<file path="src/rtl/result_tx_control.sv">
// Return-path framer: captures an operation code and a 16-bit result, then sends
// {HEADER, operation, result[15:8], result[7:0]} to the UART TX with a per-byte ack timeout.
module result_tx_control #(
  parameter logic [7:0] HEADER      = 8'hA5,
  parameter int         ACK_TIMEOUT = 16
) (
  input  logic        clk,
  input  logic        reset,
  input  logic        result_valid,
  input  logic [7:0]  operation,
  input  logic [15:0] result,
  input  logic        tx_busy,
  output logic        ready,
  output logic        tx_start,
  output logic [7:0]  tx_data,
  output logic        frame_done,
  output logic        tx_error
);
  // state     | meaning
  // IDLE      | ready for a new frame request
  // ISSUE     | waiting for the UART to be free, then start byte_idx
  // WAIT_ACK  | tx_start issued, waiting for tx_busy to rise
  // WAIT_DONE | UART serializing, waiting for tx_busy to fall
  typedef enum logic [1:0] {IDLE, ISSUE, WAIT_ACK, WAIT_DONE} state_t;

  localparam int            TW         = $clog2(ACK_TIMEOUT);
  localparam logic [TW-1:0] TIMER_LAST = TW'(ACK_TIMEOUT - 1);

  state_t          state;
  logic [1:0]      byte_idx;
  logic [TW-1:0]   timer;
  logic [3:0][7:0] frame_buf;

  assign ready = (state == IDLE);

  always_ff @(posedge clk) begin
    if (!reset) begin
      state      <= IDLE;
      tx_start   <= 1'b0;
      tx_data    <= 8'h00;
      frame_done <= 1'b0;
      tx_error   <= 1'b0;
      byte_idx   <= 2'd0;
      timer      <= '0;
      frame_buf  <= '0;
    end else begin
      tx_start   <= 1'b0;
      frame_done <= 1'b0;
      case (state)
        IDLE: begin
          if (result_valid) begin
            frame_buf <= {result[7:0], result[15:8], operation, HEADER};
            byte_idx  <= 2'd0;
            tx_error  <= 1'b0;
            state     <= ISSUE;
          end
        end
        ISSUE: begin
          if (!tx_busy) begin
            tx_start <= 1'b1;
            tx_data  <= frame_buf[byte_idx];
            timer    <= '0;
            state    <= WAIT_ACK;
          end
        end
        WAIT_ACK: begin
          // busy already high in the tx_start cycle counts as the acknowledge
          if (tx_busy) begin
            state <= WAIT_DONE;
          end else if (timer == TIMER_LAST) begin
            tx_error <= 1'b1;
            state    <= IDLE;
          end else begin
            timer <= timer + 1'b1;
          end
        end
        WAIT_DONE: begin
          if (!tx_busy) begin
            if (byte_idx == 2'd3) begin
              frame_done <= 1'b1;
              state      <= IDLE;
            end else begin
              byte_idx <= byte_idx + 1'b1;
              state    <= ISSUE;
            end
          end
        end
        default: state <= IDLE;
      endcase
    end
  end

endmodule

</file>
<file path="config.mk">
export PLATFORM = sky130hd
export DESIGN_NAME = result_tx_control
export DESIGN_NICKNAME = d
export VERILOG_FILES = /design/src/rtl/result_tx_control.sv
export SDC_FILE = /design/constraint.sdc
export NUM_CORES = 1
export LEC_CHECK = 0
export BUFFER_PORTS_ARGS = -buffer_cell sky130_fd_sc_hd__buf_2
export CAP_MARGIN = 0
export CORE_MARGIN = 8
export CORE_UTILIZATION = 35
export DETAILED_ROUTE_END_ITERATION = 7
export GPL_ROUTABILITY_DRIVEN = 0
export PLACE_DENSITY = 0.55
export SLEW_MARGIN = 40
export SYNTH_ARGS = -nofsm -noshare
export SYNTH_HDL_FRONTEND = slang
export SYNTH_SLANG_ARGS = --single-unit
</file>
<file path="constraint.sdc">
create_clock -name clk -period 4.13 [get_ports clk]
set_input_delay 0.413 -clock clk [delete_from_list [all_inputs] [get_ports clk]]
set_output_delay 0.413 -clock clk [all_outputs]
set_load 0.01 [all_outputs]
</file>
==> run summary <==
Per report_power, the sequential group accounts for 50.6% of the total. For the number of buffers on the longest clock path, the log shows 2. Of the synthesized area, sequential elements account for 45.54%. The vertical die dimension came out at 90.34 um.

Entering global routing, the biggest net connects 47 pins. The critical path launch point type was a flop. The flow ran to the end, and the final reports show no timing, DRC or antenna violations.

The total negative slack was 0 ns; the routed length per instance was 13.30 um. Subtracting the final worst setup slack from the clock period gives 1.736 ns. The tools report the full die area as 8161 um2. The worst hold path belongs to the class input port to flop. The width of the die was 90.34 um; the largest clock skew in the final design was 0.007645 ns.

The Yosys step of the flow raised 0 warnings. The logs give 40 for the top-level I/O count and 0.29 ns for the clock latency reported for the late side of the worst-skew pair. The synthesized design devotes to its leading area cell type 45.54% of total area. The tools report the minimum setup slack after placement as 2.424 ns. The worst-case IR drop observed on VDD is 0.0001560 V. In this run the static leakage power is 0.8951 nW. For the clock share of power, the log shows 38.4%. The root buffer cell chosen for the clock tree is sky130_fd_sc_hd__clkbuf_8.

The number of buffers inserted by port buffering was 39. After synthesis, the cell types taking the most area are sky130_fd_sc_hd__dfxtp_1, sky130_fd_sc_hd__a21boi_0, sky130_fd_sc_hd__nand2_1, sky130_fd_sc_hd__mux2_2, sky130_fd_sc_hd__o21ai_0. Via count normalized by instance count: 4.904. After layout, the worst path uses 42.04% of the clock period. The run gives 0 as the number of hold-repair buffers added at the cts stage.

The detail route stage leaves a number of antenna-violating nets equal to 0. The library cell used most frequently in the layout, excluding fill and tap cells, is sky130_fd_sc_hd__nand2_1. Among all stages on the critical path, the largest delay is contributed by sky130_fd_sc_hd__dfxtp_1. Leaving out fill and tap cells, the most frequent cells in the layout are sky130_fd_sc_hd__nand2_1, sky130_fd_sc_hd__dfxtp_1, sky130_fd_sc_hd__buf_2, sky130_fd_sc_hd__a21boi_0, sky130_fd_sc_hd__o21ai_0. The worst stage delay on the critical path is 0.61 ns, and the post-cts sizing count is 0. At the worst endpoint, the arrival time is 1.90 ns. The analysis attributes to net switching a power of 214.9 uW.

The detailed router finished its first iteration with 88 violations. For this run, the share of the core covered by cells in the final layout is 41.71%. The tools report the data required time of the critical path as 4.30 ns. Relative to the synthesized area, the layout overhead comes to 17.27%. The core region is 5439 um2. Across all layers, the routed design uses 1,579 vias. The maximum clock frequency was 0.5759 GHz. Number of antenna violations at the first check in global routing: 0. TritonCTS built the clock tree.

Headroom to the max-slew limit came out at 54.94%. Clock tree synthesis found a total of 44 sinks. The number of pins exceeding their max-slew limit in the final report is 0, and the internal power component is 707.5 uW.

The final net count was 279; the clock transition at the register clock pins on the worst setup and hold paths after CTS was 0.08 ns. Category of the critical setup timing path: flop to flop. In this run the worst path has a maximum fanout of 15. Net switching is 23.30% of the power. Walking the worst path, the cells encountered are or3b_1, a21oi_1, a21oi_1. The transition time at the pin with the least slew margin works out to 0.6758 ns. Detailed placement ended at an HPWL of 2975 um.

Setup repair after global routing left no endpoint under its margin. The cell taking the most area after synthesis is sky130_fd_sc_hd__dfxtp_1. Setup violations remaining at the end of the flow were counted as 0. The total iterations of the first detailed-routing run came out at 4. Counting flops and latches in the post-synthesis netlist gives 44. Global routing consumed, over all layers together, 10.58% of the routing resources.

In the post-route analysis, the smallest setup slack over all paths is 2.394 ns. The number of endpoints with negative hold slack in the final report is 0, and the number of buffers added for setup after CTS is 0. After layout, the design draws a total of 922.4 uW.

The wire length after detailed routing is 4282 um, and the number of placed cells counting well taps is 314. The power per standard cell area was 406.6 nW/um2; the buffer and inverter count on the worst path was 0. The total number of placement rows is 27. In this run the mean area of a mapped cell was 8.793 um2. Buffers inserted during clock tree synthesis total 5. The filler cell count in the final layout was 590. By instance count, the cell type seen most on the critical path is sky130_fd_sc_hd__a21oi_1. Synthesis produced a netlist whose cell count is 220. The tools report the post-synth design cell area as 1934 um2. After synthesis, the netlist uses 37 different library cells. The antenna diode instance count came out at 0.

CTS H-tree depth: 2. STA classifies the critical path endpoint as a flop. Grouping stages by cell kind, the critical path spends the most delay in flip-flops.

The remaining global-route overflow was 0; the via count of the first global-routing pass was 1,559. Number of design rule violations left after detail routing: 0. The share of total power dissipated in combinational logic is 11.0%.

The net count after synthesis was 250; the share of cells above drive strength 1 was 23.20%. For the effective utilization at floorplan, the log shows 35.56%. The run gives 0 as the max capacitance violation total. For the wire length of the first global-routing pass, the log shows 7176 um. For the filler-free cell count of the finished design, the log shows 322.
==> synthesized netlist by cell type, drive strengths merged <==
| library cell | n |
|---|---|
| a21boi | 29 |
| a21o | 1 |
| a21oi | 9 |
| a221oi | 4 |
| a22oi | 3 |
| a31oi | 1 |
| and2 | 1 |
| and4 | 1 |
| buf | 9 |
| clkbuf | 9 |
| dfxtp | 44 |
| ha | 2 |
| inv | 1 |
| mux2 | 7 |
| mux2i | 2 |
| nand2 | 52 |
| nand3 | 4 |
| nand3b | 1 |
| nand4 | 3 |
| nand4b | 2 |
| nand4bb | 1 |
| nor2 | 7 |
| nor2b | 2 |
| nor3b | 3 |
| nor4bb | 2 |
| o211ai | 2 |
| o21a | 1 |
| o21ai | 10 |
| o31ai | 1 |
| o41ai | 1 |
| or3b | 2 |
| or4 | 2 |
| xnor2 | 1 |
==> state kept, by name (all words and copies together) (netlist names) <==
signal / count
timer: 4
byte_idx: 2
frame_done: 1
tx_error: 1
tx_data: 8
tx_start: 1
state: 2
frame_buf: 25
==> per-stage QoR <==
stage	cell area (um2)	hold slack (ns)
5_1_grt	2268	0.3456
4_1_cts	2268	0.3435
3_5_place_dp	2142	0.4449
3_3_place_gp	2142	0.4448
2_1_floorplan	1934	0.4316
6_report	2268	0.3519
==> kinds of logic after synthesis <==
logic type / synth area share (%)
adders and majority gates: 1.293
and+or+nand+nor: 21.15
xor gates and xnor gates: 0.4529
buffers and inverters: 4.592
muxes: 5.110
AOI/OAI and AO/OA: 21.86
DFF: 45.54
==> cell type report <==
cell class | instances | area [um2] | area share, %
clock buffer | 7 | 96.34 | 4.247
clock inverter | 1 | 30.03 | 1.324
inverter | 1 | 3.754 | 0.1655
multi-input combinational | 157 | 964.7 | 42.53
sequential | 44 | 880.8 | 38.83
tap | 72 | 90.09 | 3.971
timing repair buffer | 40 | 202.7 | 8.935
==> tightest hold or removal path, delay by kind of cell <==
kind	cells	cell delay, ns
buffers and inverters	1	0.09
AND/OR/NAND/NOR	1	0.05
AO/OA/AOI/OAI	1	0.05
==> per-layer routing <==
metal / global-route usage [%] / vias up / share of wire (%)
li1: - / 826 / -
met1: 12.76 / 721 / 46
met2: 17.85 / 28 / 50
met3: 2.993 / 4 / 2.9
met4: 2.913 / 0 / 0.84
met5: 0 / - / 0
==> final timing paths <==
| check | startpoint | end | slack [ns] | depth (start not counted) |
|---|---|---|---|---|
| min reg2reg | frame_buf[25]$_SDFFE_PN0P_ | frame_buf[25]$_SDFFE_PN0P_ | 0.45 | 2 |
| max | state[0]$_SDFFE_PN0P_ | tx_data[2]$_SDFFE_PN0P_ | 2.39 | 3 |
| min | result[1] | frame_buf[25]$_SDFFE_PN0P_ | 0.35 | 3 |
| max reg2reg | state[0]$_SDFFE_PN0P_ | tx_data[2]$_SDFFE_PN0P_ | 2.39 | 3 |
==> power groups by stage <==
stage | Combinational, mW | Sequential (mW) | Clock (mW)
CTS | 0.105 | 0.467 | 0.366
global route | 0.116 | 0.472 | 0.386
detailed placement | 0.104 | 0.477 | 0
finish | 0.102 | 0.467 | 0.354
global placement | 0.103 | 0.477 | 0
floorplan | 0.0739 | 0.473 | 0
(Power assumes the default switching activity.)
